<file path="src/rtl/game_pkg.sv">
// Shared game-flow types and constants for the sequencer, background scroller and colour mapper.
package game_pkg;

  localparam int unsigned COIN_NUM      = 3;
  localparam int unsigned FRAME_CNT_MAX = 3095;
  localparam int unsigned FC_W          = $clog2(FRAME_CNT_MAX + 1);
  localparam int unsigned PIT_HEIGHT    = 479;

  typedef enum logic [2:0] {
    ST_IDLE  = 3'd0,
    ST_RUN   = 3'd1,
    ST_PAUSE = 3'd2,
    ST_DYING = 3'd3,
    ST_OVER  = 3'd4
  } game_state_t;

  // Number of set bits in a coin vector; 2 bits covers up to three coins.
  function automatic logic [1:0] coin_count(input logic [COIN_NUM-1:0] v);
    logic [1:0] n;
    n = '0;
    for (int i = 0; i < COIN_NUM; i++) begin
      n = n + 2'(v[i]);
    end
    return n;
  endfunction

endpackage

</file>
<file path="src/rtl/game_sequencer_edge_detect.sv">
// Registered 1-bit rising-edge detector: o_rise is high for one clock, one clock after the edge.
module edge_detect (
  input  logic i_clk,
  input  logic i_reset_n,
  input  logic i_sig,
  output logic o_rise
);

  logic r_prev;
  logic r_rise;

  always_ff @(posedge i_clk) begin
    if (!i_reset_n) begin
      r_prev <= 1'b0;
      r_rise <= 1'b0;
    end else begin
      r_prev <= i_sig;
      r_rise <= i_sig & ~r_prev;
    end
  end

  assign o_rise = r_rise;

endmodule

</file>
<file path="src/rtl/game_sequencer.sv">
// Game-flow controller: idle/run/pause/dying/over sequencing, coin status, score and lives.
module game_sequencer
  import game_pkg::*;
#(
  parameter int unsigned DEATH_Y      = 470,
  parameter int unsigned DEATH_FRAMES = 60,
  parameter int unsigned START_LIVES  = 3,
  parameter int unsigned SCORE_MAX    = 255
) (
  input  logic                i_clk,
  input  logic                i_reset_n,
  input  logic                i_frame_clk,
  input  logic                i_start_key,
  input  logic                i_pause_key,
  input  logic [FC_W-1:0]     i_frame_counter,
  input  logic [9:0]          i_ground_y,
  input  logic [9:0]          i_stick_foot_y,
  input  logic [COIN_NUM-1:0] i_coin_hit,
  output logic                o_restart,
  output logic                o_scroll_en,
  output logic [COIN_NUM-1:0] o_coin_status,
  output logic [2:0]          o_game_state,
  output logic [7:0]          o_score,
  output logic [1:0]          o_lives
);

  logic w_fr_tick;
  logic w_start_edge;
  logic w_pause_edge;

  edge_detect u_frame_edge (.i_clk(i_clk), .i_reset_n(i_reset_n), .i_sig(i_frame_clk),
                            .o_rise(w_fr_tick));
  edge_detect u_start_edge (.i_clk(i_clk), .i_reset_n(i_reset_n), .i_sig(i_start_key),
                            .o_rise(w_start_edge));
  edge_detect u_pause_edge (.i_clk(i_clk), .i_reset_n(i_reset_n), .i_sig(i_pause_key),
                            .o_rise(w_pause_edge));

  game_state_t         r_state;
  logic                r_restart;
  logic                r_scroll_en;
  logic [COIN_NUM-1:0] r_coin;
  logic [7:0]          r_score;
  logic [1:0]          r_lives;
  logic [7:0]          r_death_cnt;
  logic                r_start_pend;
  logic                r_pause_pend;
  logic [FC_W-1:0]     r_fc_prev;

  logic                w_start;
  logic                w_pause;
  logic                w_pit_death;
  logic                w_wrap;
  logic                w_state_ok;
  logic [COIN_NUM-1:0] w_hits;
  logic [8:0]          w_score_sum;
  logic [7:0]          w_score_next;
  logic [1:0]          w_lives_dec;

  // Key requests include an edge arriving in the same cycle as the frame tick.
  assign w_start      = r_start_pend | w_start_edge;
  assign w_pause      = r_pause_pend | w_pause_edge;
  assign w_pit_death  = (i_ground_y == 10'(PIT_HEIGHT)) && (i_stick_foot_y >= 10'(DEATH_Y));
  assign w_wrap       = i_frame_counter < r_fc_prev;
  assign w_state_ok   = r_state <= ST_OVER;
  assign w_hits       = i_coin_hit & r_coin;
  assign w_score_sum  = {1'b0, r_score} + {7'd0, coin_count(w_hits)};
  assign w_score_next = (w_score_sum > 9'(SCORE_MAX)) ? 8'(SCORE_MAX) : w_score_sum[7:0];
  assign w_lives_dec  = r_lives - 2'd1;

  always_ff @(posedge i_clk) begin
    if (!i_reset_n) begin
      r_state      <= ST_IDLE;
      r_restart    <= 1'b0;
      r_scroll_en  <= 1'b0;
      r_coin       <= '1;
      r_score      <= '0;
      r_lives      <= 2'(START_LIVES);
      r_death_cnt  <= '0;
      r_start_pend <= 1'b0;
      r_pause_pend <= 1'b0;
      r_fc_prev    <= '0;
    end else begin
      r_restart <= 1'b0;
      r_fc_prev <= i_frame_counter;

      if (w_fr_tick) begin
        r_start_pend <= 1'b0;
        r_pause_pend <= 1'b0;
      end else begin
        r_start_pend <= w_start;
        r_pause_pend <= w_pause;
      end

      if (r_state == ST_RUN) begin
        r_coin  <= r_coin & ~i_coin_hit;
        r_score <= w_score_next;
      end
      // Lap reload overrides any coin cleared in the same cycle.
      if (w_wrap) begin
        r_coin <= '1;
      end

      if (!w_state_ok) begin
        r_state     <= ST_IDLE;
        r_scroll_en <= 1'b0;
      end else if (w_fr_tick) begin
        case (r_state)
          ST_IDLE: begin
            if (w_start) begin
              r_state     <= ST_RUN;
              r_restart   <= 1'b1;
              r_scroll_en <= 1'b1;
              r_score     <= '0;
              r_lives     <= 2'(START_LIVES);
              r_coin      <= '1;
            end
          end
          ST_RUN: begin
            if (w_pause) begin
              r_state     <= ST_PAUSE;
              r_scroll_en <= 1'b0;
            end else if (w_pit_death) begin
              r_state     <= ST_DYING;
              r_scroll_en <= 1'b0;
              r_death_cnt <= '0;
            end
          end
          ST_PAUSE: begin
            if (w_start || w_pause) begin
              r_state     <= ST_RUN;
              r_scroll_en <= 1'b1;
            end
          end
          ST_DYING: begin
            if (r_death_cnt == 8'(DEATH_FRAMES - 1)) begin
              r_lives     <= w_lives_dec;
              r_death_cnt <= '0;
              if (w_lives_dec == 2'd0) begin
                r_state     <= ST_OVER;
                r_scroll_en <= 1'b0;
              end else begin
                r_state     <= ST_RUN;
                r_restart   <= 1'b1;
                r_scroll_en <= 1'b1;
                r_coin      <= '1;
              end
            end else begin
              r_death_cnt <= r_death_cnt + 8'd1;
            end
          end
          ST_OVER: begin
            if (w_start) begin
              r_state <= ST_IDLE;
            end
          end
          default: begin
            r_state     <= ST_IDLE;
            r_scroll_en <= 1'b0;
          end
        endcase
      end
    end
  end

  assign o_restart     = r_restart;
  assign o_scroll_en   = r_scroll_en;
  assign o_coin_status = r_coin;
  assign o_game_state  = r_state;
  assign o_score       = r_score;
  assign o_lives       = r_lives;

endmodule

</file>
<file path="config.mk">
export PLATFORM = sky130hd
export DESIGN_NAME = game_sequencer
export DESIGN_NICKNAME = d
export VERILOG_FILES = /design/src/rtl/game_pkg.sv /design/src/rtl/game_sequencer_edge_detect.sv /design/src/rtl/game_sequencer.sv
export SDC_FILE = /design/constraint.sdc
export NUM_CORES = 1
export LEC_CHECK = 0
export ABC_AREA = 1
export CAP_MARGIN = 20
export CORE_UTILIZATION = 54
export CTS_BUF_LIST = sky130_fd_sc_hd__clkbuf_8 sky130_fd_sc_hd__clkbuf_16
export DETAILED_ROUTE_END_ITERATION = 10
export PLACE_DENSITY = 0.84
export SYNTH_ARGS = -nofsm -noshare
export SYNTH_HDL_FRONTEND = slang
export SYNTH_SLANG_ARGS = --single-unit
</file>
<file path="constraint.sdc">
create_clock -name i_clk -period 4.2 [get_ports i_clk]
set_clock_uncertainty 0.1 [all_clocks]
set_input_delay 0.63 -clock i_clk [delete_from_list [all_inputs] [get_ports i_clk]]
set_output_delay 0.63 -clock i_clk [all_outputs]
set_load 0.005 [all_outputs]
</file>
== Word level (Yosys, flattened, before mapping) ==
Cells that the tools add are included.
Operators by class
  equal/unequal tests: 13
  magnitude comparators: 4
  multiplexer cells: 39
  reductions and logical operators: 13
  bitwise gates (word level): 13
  add/subtract/negate cells: 5
Operators by type and width (number)
  2-to-1 mux 8 bit: 9
  2-to-1 mux 3 bit: 14
  case mux 8 bit (2 select lines): 1
  case mux 3 bit (5 select lines): 1
  less-than comparator 12 bit: 1
  != test 2 bit, second input constant: 6
  AND reduction 6 bit: 2
  equality test 10 x 9 -> 1 bit, second input constant: 1
  >= comparator 10 x 9 -> 1 bit, second input constant: 1
  AND reduction 5 bit: 2
  adder 8 x 2 -> 9 bit: 1
  > comparator 9 x 8 -> 1 bit, second input constant: 1
  adder 8 x 1 -> 8 bit, second input constant: 1
  equality test 8 x 6 -> 1 bit, second input constant: 1
  2-to-1 mux 1 bit: 8
  AND 3 bit: 2
  equality test 3 x 2 -> 1 bit, second input constant: 2
  case mux 3 bit (2 select lines): 1
  NOT 1 bit: 5
  case mux 1 bit (5 select lines): 1
  2-to-1 mux 2 bit: 2
  case mux 2 bit (2 select lines): 1
  nonzero test 2 bit: 2
  AND 1 bit: 3
  other kinds (17): 18
Word-level totals
  output and inout port bits: 18
  logic and storage cells: 103
  bits in registers: 46
  bits of input ports: 40

== Longest topological paths before layout ==
Gate-level depths: netlist (run 1).
  depth after elaboration: 11
  gate-level depth with buffers: 12
  mapped depth without buffers: 12

== By module ==
From an unflattened synthesis (run 1), not the netlist that was laid out.
Unflattened totals
  cells, all modules: 355
  area total of the unflattened synthesis: 2527.4 um^2
By module, submodules not included
  game_sequencer: cells an instance 340, sequential area each 800.8 um^2, instances 1, area each 2366.0 um^2
  edge_detect: cells an instance 5, sequential area each 40.0 um^2, instances 3, area each 53.8 um^2

== Worst setup path after synthesis (run 1) ==
No wires, ideal clock.
  kind: input to register
  start point: input port i_coin_hit[0]
  end point: register r_score[3], in the netlist o_score[3]
  stages on the path: 11
  arrival time: 2371 ps
  setup time: 64 ps
  buffers on the path: 0
  setup slack: 1665 ps
  data required time: 4036 ps
  path through: nand2_1 -> fa_1 -> inv_1 -> ha_1 -> inv_1 -> fa_1 -> inv_1 -> nand4_1 -> nor3b_2 -> nor2_1 -> nor2_1
Between the ends
  longest elaborated chain between the ends: 11
Ends and longest elaborated chain
  start, declared: RTL line game_sequencer.sv:18  | input logic [COIN_NUM-1:0] i_coin_hit,
  AND 3 bit *: RTL line game_sequencer.sv:65  | assign w_hits = i_coin_hit & r_coin;
  adder 1 x 1 -> 2 bit *: RTL line game_pkg.sv:22  | n = n + 2'(v[i]);
  adder 2 x 1 -> 2 bit *: RTL line game_pkg.sv:22
  adder 8 x 2 -> 9 bit *: RTL line game_sequencer.sv:66  | assign w_score_sum = {1'b0, r_score} + {7'd0, coin_count(w_hits)};
  > comparator 9 x 8 -> 1 bit: RTL line game_sequencer.sv:67  | assign w_score_next = (w_score_sum > 9'(SCORE_MAX)) ? 8'(SCORE_MAX) : w_score_sum[7:0];
  2-to-1 mux 8 bit *: RTL line game_sequencer.sv:67
  2-to-1 mux 8 bit *: RTL line game_sequencer.sv:94  | if (r_state == ST_RUN) begin
  2-to-1 mux 8 bit: RTL line game_sequencer.sv:109  | if (w_start) begin
  2-to-1 mux 8 bit: RTL line game_sequencer.sv:107  | case (r_state)
  2-to-1 mux 8 bit: RTL line game_sequencer.sv:106  | end else if (w_fr_tick) begin
  2-to-1 mux 8 bit *: RTL line game_sequencer.sv:103  | if (!w_state_ok) begin
  end signal, assigned: RTL line game_sequencer.sv:96  | r_score <= w_score_next;
  end, declared: RTL line game_sequencer.sv:42  | logic [7:0] r_score;
Mark *: on every way between the ends. The rest lies on a longest branch, timed or not.
A chain may end at the register's enable or synchronous reset.

== Worst setup path after layout (run 1) ==
  start point: input port i_coin_hit[0]
  end point: register r_score[4], in the netlist o_score[4]
The elaborated chain is that of the path after synthesis.

==> metrics, run 1 <==
Setup WS post-layout 1.33 ns; Period minus WS final 2.87 ns; share of the synthesized area in the top cell type 0.367; Largest stage delay, worst path 0.47 ns; biggest area consumer among synthesized cells dfxtp_1; Fin. Hold Viols 0; final net count 465; R2R setup slack 1.77 ns; # rows 24; setup TNS 0 ns; Initial DRC Count 152; Layout Area Growth over Synthesis 28.7%; Most common cell on crit path inv_1; Critical Path, Cell by Cell clkdlybuf4s50_1 -> nand2_1 -> fa_1 -> inv_1 -> ha_1 -> inv_1 -> fa_1 -> inv_1 -> nand4_1 -> nor3b_2 -> nor2_1 -> nor2_1; critical path arrival 3.02 ns; ANT nets after route 0; Die Ht 70.2 um; CP Max Fanout 6; Slew Viols, Final 0; max_cap viols 0; Root Buffer clkbuf_8; initial antenna violation count 0; worst path bufs/invs 4; Slew @ Worst Pin 0.557 ns; hold buffers post-CTS 0; Yosys warnings 0; CTS tree yes; io pins 58; via count 2,274; period utilization 0.683; core footprint 4410 sq um; Filler cells 357; final WL 4.93 mm; die width 70.2 um; P_leak 1.53 nW; die area 4930 sq um; total CTS buffers 5; postcts setup bufs 0; CP required 4.35 ns; placed cells 453; Clock Tree Buf Depth 2; drc violations 0; largest net degree at the start of global routing 18; status complete, no violations; Clock Latency Late Sink 0.30 ns; crit path kind primary input to flop; clock sink total 46; Reg clk slew, reported paths 0.09 ns; Finished Layout Cells 461; CP Capture Type flop; Synth Register Bits 46; pre-CTS setup slack 1.02 ns; Worst IR Drop VDD 0.264 mV; H-tree Lvls 2; Synth Net Count 405; delay-heaviest family, CP adder cells; HPWL Detailed 3.81 mm; mapped cell area 2510 sq um; first-pass GRT wire length 8.52 mm; diodes inserted 0; gr usage total 0.212; PwrDens 300 nW/um^2; Min Hold Slack 0.284 ns; Rel. slew slack 0.627; highest-delay cell along the critical path clkdlybuf4s50_1; Fmax achieved 349 MHz; Area contributors post-synth dfxtp_1 (37%), nand2_1 (11%), inv_1 (8.2%), nor2_1 (7.6%), ha_1 (7.5%); gp weighted congestion 0.844; GRT overflow 0; layout cells sized above 1 0.0929; Starting Density 0.569; RSZ-0062 raised after global routing no; WL/cell 10.7 um; port buffer count 56; register area share after synthesis 0.367; Hold/Removal Path Class flop to flop; # resized after CTS 0; Syn Area/Cell 7.22 sq um; Design Power 970 uW; vias in the first global route 2,071; Synth Instances 348; Worst setup SP type primary input; drt pass-1 iters 4; Via density 4.93; Yosys cell types 37; final setup vio count 0
report_power, final:
group          leakage [nW]  switching, mW  internal, mW  total, mW
clock network        0.0607          0.145         0.173      0.318
registers             0.377         0.0110         0.455      0.466
logic                  1.09         0.0972        0.0896      0.187
worst paths after layout:
path                                          start                  end  cells past startpoint
worst max-delay path                  i_coin_hit[0]           o_score[4]                     12
worst max register to register     o_coin_status[0]           o_score[4]                     11
worst min register to register  u_frame_edge.r_prev  u_frame_edge.o_rise                      1
worst min-delay path            u_frame_edge.r_prev  u_frame_edge.o_rise                      1
worst reg2reg max path: cells and delay by family (launching register included):
family	cells	cell delay [ns]
adder cells (fa/ha/maj)	3	0.99
buffers and inverters	3	0.18
flip-flops	1	0.36
AND/OR/NAND/NOR	5	0.74
synth_stat cells, drive strengths merged:
cell type,count
or2,2
xnor2,3
clkbuf,3
clkinv,2
nand3b,3
nand2,80
dfxtp,46
a211oi,3
nor2,57
nor3b,2
nand4,9
nor3,7
and3,1
a31oi,2
fa,2
a21o,1
nand3,21
a21oi,17
inv,62
o21ai,7
xor2,3
ha,15
layer usage:
layer	global-route usage	wire [um]	up-vias
met3	0.0447	168	6
li1	-	-	1215
met2	0.358	2450	42
met4	0.0956	57	0
met1	0.259	2260	1011
met5	0	0	-
flip-flops by register name, indices dropped and copies added (netlist names), 2 cells and up:
name / flops
r_fc_prev: 12
o_score: 8
r_death_cnt: 8
o_coin_status: 3
o_game_state: 3
o_lives: 2
layout make-up:
class,count,area [sq um],area share
multi-input cells,235,1340,0.413
repair buffers,56,561,0.173
clock inverters,3,37.5,0.0116
clock buffers,5,68.8,0.0213
well taps,52,65.1,0.0201
inverters,64,245,0.0759
flip-flops and latches,46,921,0.285
cells by family after synthesis:
group	share of synthesized area
adders and majority gates	0.0906
xor gates and xnor gates	0.0209
buffers and inverters	0.102
DFF	0.367
and+or+nand+nor	0.344
AOI/OAI and AO/OA	0.0757
stage by stage:
stage / utilization / cell area (sq um)
final: 0.732 / 3230
after global routing: 0.732 / 3230
after CTS: 0.732 / 3230
after detailed placement: 0.708 / 3130
after global placement: 0.708 / 3130
after floorplan: - / 2510
cells in the final DEF (no fill, tap or decap), drive strengths merged:
cell | Yosys | layout
ha | 15 | 15
clkdlybuf4s50 | 0 | 56
bufinv | 0 | 1
a211oi | 3 | 3
nand3 | 21 | 21
clkbuf | 3 | 5
and3 | 1 | 1
inv | 62 | 64
a31oi | 2 | 2
nor2 | 57 | 57
xor2 | 3 | 3
nand2 | 80 | 80
dfxtp | 46 | 46
nor3 | 7 | 7
a21oi | 17 | 17
xnor2 | 3 | 3
or2 | 2 | 2
nand4 | 9 | 9
o21ai | 7 | 7
nor3b | 2 | 2
nand3b | 3 | 3
a21o | 1 | 1
clkinv | 2 | 2
fa | 2 | 2
(Power assumes the default switching activity.)
==> run 2, diff against run 1 <==
- CORE_UTILIZATION: 54 -> 50
- PLACE_DENSITY: 0.84 -> 0.79
- clock period: 4.2 -> 2.95 ns (I/O delays scaled with it)
==> metrics, run 2 (synthesis results as in run 1) <==
# rows 25; sequential cell area 921 sq um; CP Max Fanout 5; Fmax achieved 382 MHz; first-pass GRT wire length 8.65 mm; Largest stage delay, worst path 0.47 ns; Initial DRC Count 95; final setup vio count 0; DR top layer met4; Die Ht 72.9 um; final net count 468; Critical Path Start i_coin_hit[0]; Design Power 1.29 mW; Min Hold Slack 0.285 ns; Clock Tree Buf Depth 2; M1 WL 2.17 mm; Layout Area Growth over Synthesis 29.3%; R2R setup slack 0.59 ns; Critical Path, Cell by Cell clkdlybuf4s50_1 -> nand2_1 -> fa_1 -> inv_1 -> ha_1 -> inv_1 -> fa_1 -> inv_1 -> nand4_1 -> nor3b_2 -> buf_4 -> nor2_1 -> nor2_1; R2R Path End o_score[4]; Root Buffer clkbuf_8; clock sink total 46; core footprint 4790 sq um; postcts setup bufs 0; WHS Path Cells 1; ANT nets after route 0; initial antenna violation count 0; met2 WL 2.40 mm; Starting Density 0.525; metal3 WL 185 um; drc violations 0; total CTS buffers 5; vias in the first global route 2,141; RSZ-0062 raised after global routing no; HPWL Detailed 3.80 mm; Reg clk slew, reported paths 0.08 ns; gp weighted congestion 0.873; worst setup path endpoint o_score[4]; Slew Viols, Final 0; leading cell type in the layout, fill and taps excluded nand2_1; Filler cells 412; period utilization 0.888; Slew @ Worst Pin 0.471 ns; Clock Latency Late Sink 0.30 ns; r2r worst-path depth 12; largest net degree at the start of global routing 18; gr usage total 0.207; Period minus WS final 2.62 ns; register ranked first by flip-flop count r_fc_prev; io pins 58; # resized after CTS 0; CP Capture Type flop; critical path arrival 2.77 ns; final WL 4.84 mm; CTS tree yes; status complete, no violations; Util after Layout 0.679; die width 72.9 um; most frequent cells in the layout nand2_1 (74), inv_1 (56), clkdlybuf4s50_1 (56); Worst setup SP type primary input; hold buffers post-CTS 0; Worst IR Drop VDD 0.276 mV; Hold/Removal Path Class flop to flop; reg2reg start o_coin_status[0]; delay-heaviest family, CP adder cells; Via density 4.71; GRT overflow 0; via count 2,252; layout cells sized above 1 0.0998; Largest register FFs 12; critical path depth in cells 13; worst path bufs/invs 5; WL/cell 10.1 um; PwrDens 396 nW/um^2; Most common cell on crit path inv_1; highest-delay cell along the critical path clkdlybuf4s50_1; Fin. Hold Viols 0; CP required 3.09 ns; die area 5310 sq um; crit path kind primary input to flop; max_cap viols 0; footprint of the multi-input gates 1340 sq um; Rel. slew slack 0.686; P_leak 1.52 nW; diodes inserted 0; H-tree Lvls 2; drt pass-1 iters 7; port buffer count 56; setup TNS 0 ns
## run 2: area by class of cell
class                           instances  share of cell area
Clock inverter                          2             0.00347
Tap cell                               67              0.0258
Multi-Input combinational cell        235               0.411
Sequential cell                        46               0.284
Timing Repair Buffer                   59               0.180
Inverter                               64              0.0755
Clock buffer                            5              0.0212
## run 2: power breakdown
| group | total (mW) | internal (mW) | leakage, nW | switching, mW |
|---|---|---|---|---|
| Clock | 0.360 | 0.159 | 0.0414 | 0.201 |
| Combinational | 0.263 | 0.128 | 1.11 | 0.135 |
| Sequential | 0.663 | 0.647 | 0.377 | 0.0161 |
## run 2: per-stage QoR
| step | area [sq um] | std cells | worst slack, ns |
|---|---|---|---|
| detailed placement | 3170 | 471 | 0.00577 |
| finish | 3250 | 478 | 0.330 |
| global route | 3250 | 478 | 0.132 |
| floorplan | 2510 | 348 | 0.603 |
| global placement | 3170 | 471 | 0.0354 |
| CTS | 3250 | 478 | 0.324 |
## run 2: worst min-delay path by stage
| stage | start | to | slack, ns |
|---|---|---|---|
| after detailed placement | u_pause_edge.r_prev | u_pause_edge.o_rise | 0.27 |
| after global routing | u_pause_edge.r_prev | u_pause_edge.o_rise | 0.30 |
| after floorplan | u_frame_edge.r_prev | u_frame_edge.o_rise | 0.27 |
| final | u_start_edge.r_prev | u_start_edge.o_rise | 0.29 |
| after CTS | u_pause_edge.r_prev | u_pause_edge.o_rise | 0.29 |
| after global placement | u_pause_edge.r_prev | u_pause_edge.o_rise | 0.27 |
## run 2: layer usage
metal | GRT usage | vias up
li1 | - | 1215
met1 | 0.240 | 986
met2 | 0.366 | 43
met3 | 0.0428 | 8
met4 | 0.0915 | 0
met5 | 0 | -
## run 2: worst reg2reg max path, cell delays in order, from the launching register on
cell	delay, ns
dfxtp_1	0.35
nand2_1	0.08
fa_1	0.44
inv_1	0.06
ha_1	0.15
inv_1	0.05
fa_1	0.39
inv_1	0.07
nand4_1	0.10
nor3b_2	0.21
buf_4	0.17
nor2_1	0.05
nor2_1	0.07
==> run 3, diff against run 2 <==
- CELL_PAD_IN_SITES_DETAIL_PLACEMENT: not set -> 1
- CELL_PAD_IN_SITES_GLOBAL_PLACEMENT: not set -> 1
- CORE_UTILIZATION: 50 -> 35
- PLACE_DENSITY: 0.79 -> 0.78
- clock period: 2.95 -> 2.6 ns (I/O delays scaled with it)
==> metrics, run 3 (synthesis results as in run 1) <==
final net count 470; total CTS buffers 5; WL/cell 11.8 um; initial antenna violation count 0; Via density 4.62; Root Buffer clkbuf_8; GRT overflow 0; CP required 2.73 ns; Setup WS post-layout 0.169 ns; core footprint 6870 sq um; Fin. Hold Viols 0; CP Max Fanout 6; period utilization 0.935; gp weighted congestion 0.778; Largest register FFs 12; die area 7520 sq um; Layout Area Growth over Synthesis 33.4%; HPWL Detailed 4.82 mm; critical path arrival 2.57 ns; Hold/Removal Path Class flop to flop; P_leak 1.57 nW; Clock Latency Late Sink 0.29 ns; Critical Path Start o_coin_status[0]; max_cap viols 0; Worst setup SP type flop; layout cells sized above 1 0.123; crit path kind flop to flop; final WL 6.01 mm; Initial DRC Count 25; most frequent cells in the layout nand2_1 (72), inv_1 (55), clkdlybuf4s50_1 (54); hold buffers post-CTS 0; CP Capture Type flop; Finished Layout Cells 509; CTS tree yes; ANT nets after route 0; Fmax achieved 411 MHz; Filler cells 866; min-delay src u_start_edge.r_prev; pre-CTS setup slack -0.336 ns; H-tree Lvls 2; gr usage total 0.179; drc violations 0; Clock Tree Buf Depth 2; Slew Viols, Final 0; Slew @ Worst Pin 0.475 ns; Worst IR Drop VDD 0.231 mV; first-pass GRT wire length 10.7 mm; status complete, no violations; placed cells 501; # rows 30; clock sink total 46; leading cell type in the layout, fill and taps excluded nand2_1; Reg clk slew, reported paths 0.09 ns; drt pass-1 iters 3; io pins 58; Period minus WS final 2.43 ns; Rel. slew slack 0.682; register ranked first by flip-flop count r_fc_prev; Starting Density 0.366; final setup vio count 0; via count 2,351; PwrDens 482 nW/um^2; port buffer count 56; reg2reg start o_coin_status[0]; die width 86.7 um; diodes inserted 0; Die Ht 86.7 um; vias in the first global route 2,399; largest net degree at the start of global routing 17
## run 3: cell count changes in the layout (fill, tap and decap cells not counted), moves of 2 or more
cell             before  now
dfxtp_2               0    3
nand2_1              74   72
dfxtp_1              46   43
clkdlybuf4s50_1      56   54
buf_4                 3    5
nand2_2               5    7
dlymetal6s2s_1        0    2
## run 3: power by group
group / internal [mW] / leakage (nW) / switching [mW]
Sequential: 0.735 / 0.376 / 0.0191
Clock: 0.308 / 0.0573 / 0.239
Combinational: 0.151 / 1.13 / 0.164
## run 3: layer usage
| layer | GRT usage | routed length (um) |
|---|---|---|
| met5 | 0 | 0 |
| met4 | 0.0364 | 49 |
| met3 | 0.0390 | 189 |
| met2 | 0.320 | 2970 |
| met1 | 0.219 | 2800 |
## run 3: worst paths after layout
kind,endpoint,slack (ns),cells past startpoint
setup / recovery,o_score[1],0.17,12
setup reg to reg,o_score[1],0.17,12
hold / removal,u_start_edge.o_rise,0.29,1
hold reg to reg,u_start_edge.o_rise,0.29,1
## run 3: metrics by stage
step	area, sq um	total power, mW	utilization	hold slack [ns]	TNS [ns]
floorplan	2510	0.944	-	0.268	0
global placement	3210	1.07	0.468	0.273	-1.58
detailed placement	3210	1.08	0.468	0.278	-2.38
CTS	3330	1.63	0.484	0.291	0
global route	3350	1.71	0.488	0.318	-0.00857
finish	3350	1.62	0.488	0.287	0
## run 3: critical path, cell delays in order (launching register included)
cell and delay, ns:
dfxtp_2 0.36, nand2_2 0.06, fa_1 0.45, inv_1 0.07
ha_2 0.17, inv_1 0.06, fa_2 0.40, inv_1 0.07
nand4_1 0.10, nor3b_2 0.19, buf_4 0.17, a211oi_1 0.06
nor2_1 0.12
## run 3: repair_timing
item	CTS	global route
resized for setup	1	8
pin swaps	0	4
setup endpoints to repair	6	6
buffers inserted	0	1
## run 3: area by class of cell
cell class	instances	area [sq um]	area share
multi-input cells	235	1350	0.401
flip-flops and latches	46	925	0.276
repair buffers	61	603	0.180
inverters	64	245	0.0732
well taps	96	120	0.0358
clock buffers	6	82.6	0.0246
clock inverters	1	30.0	0.00896
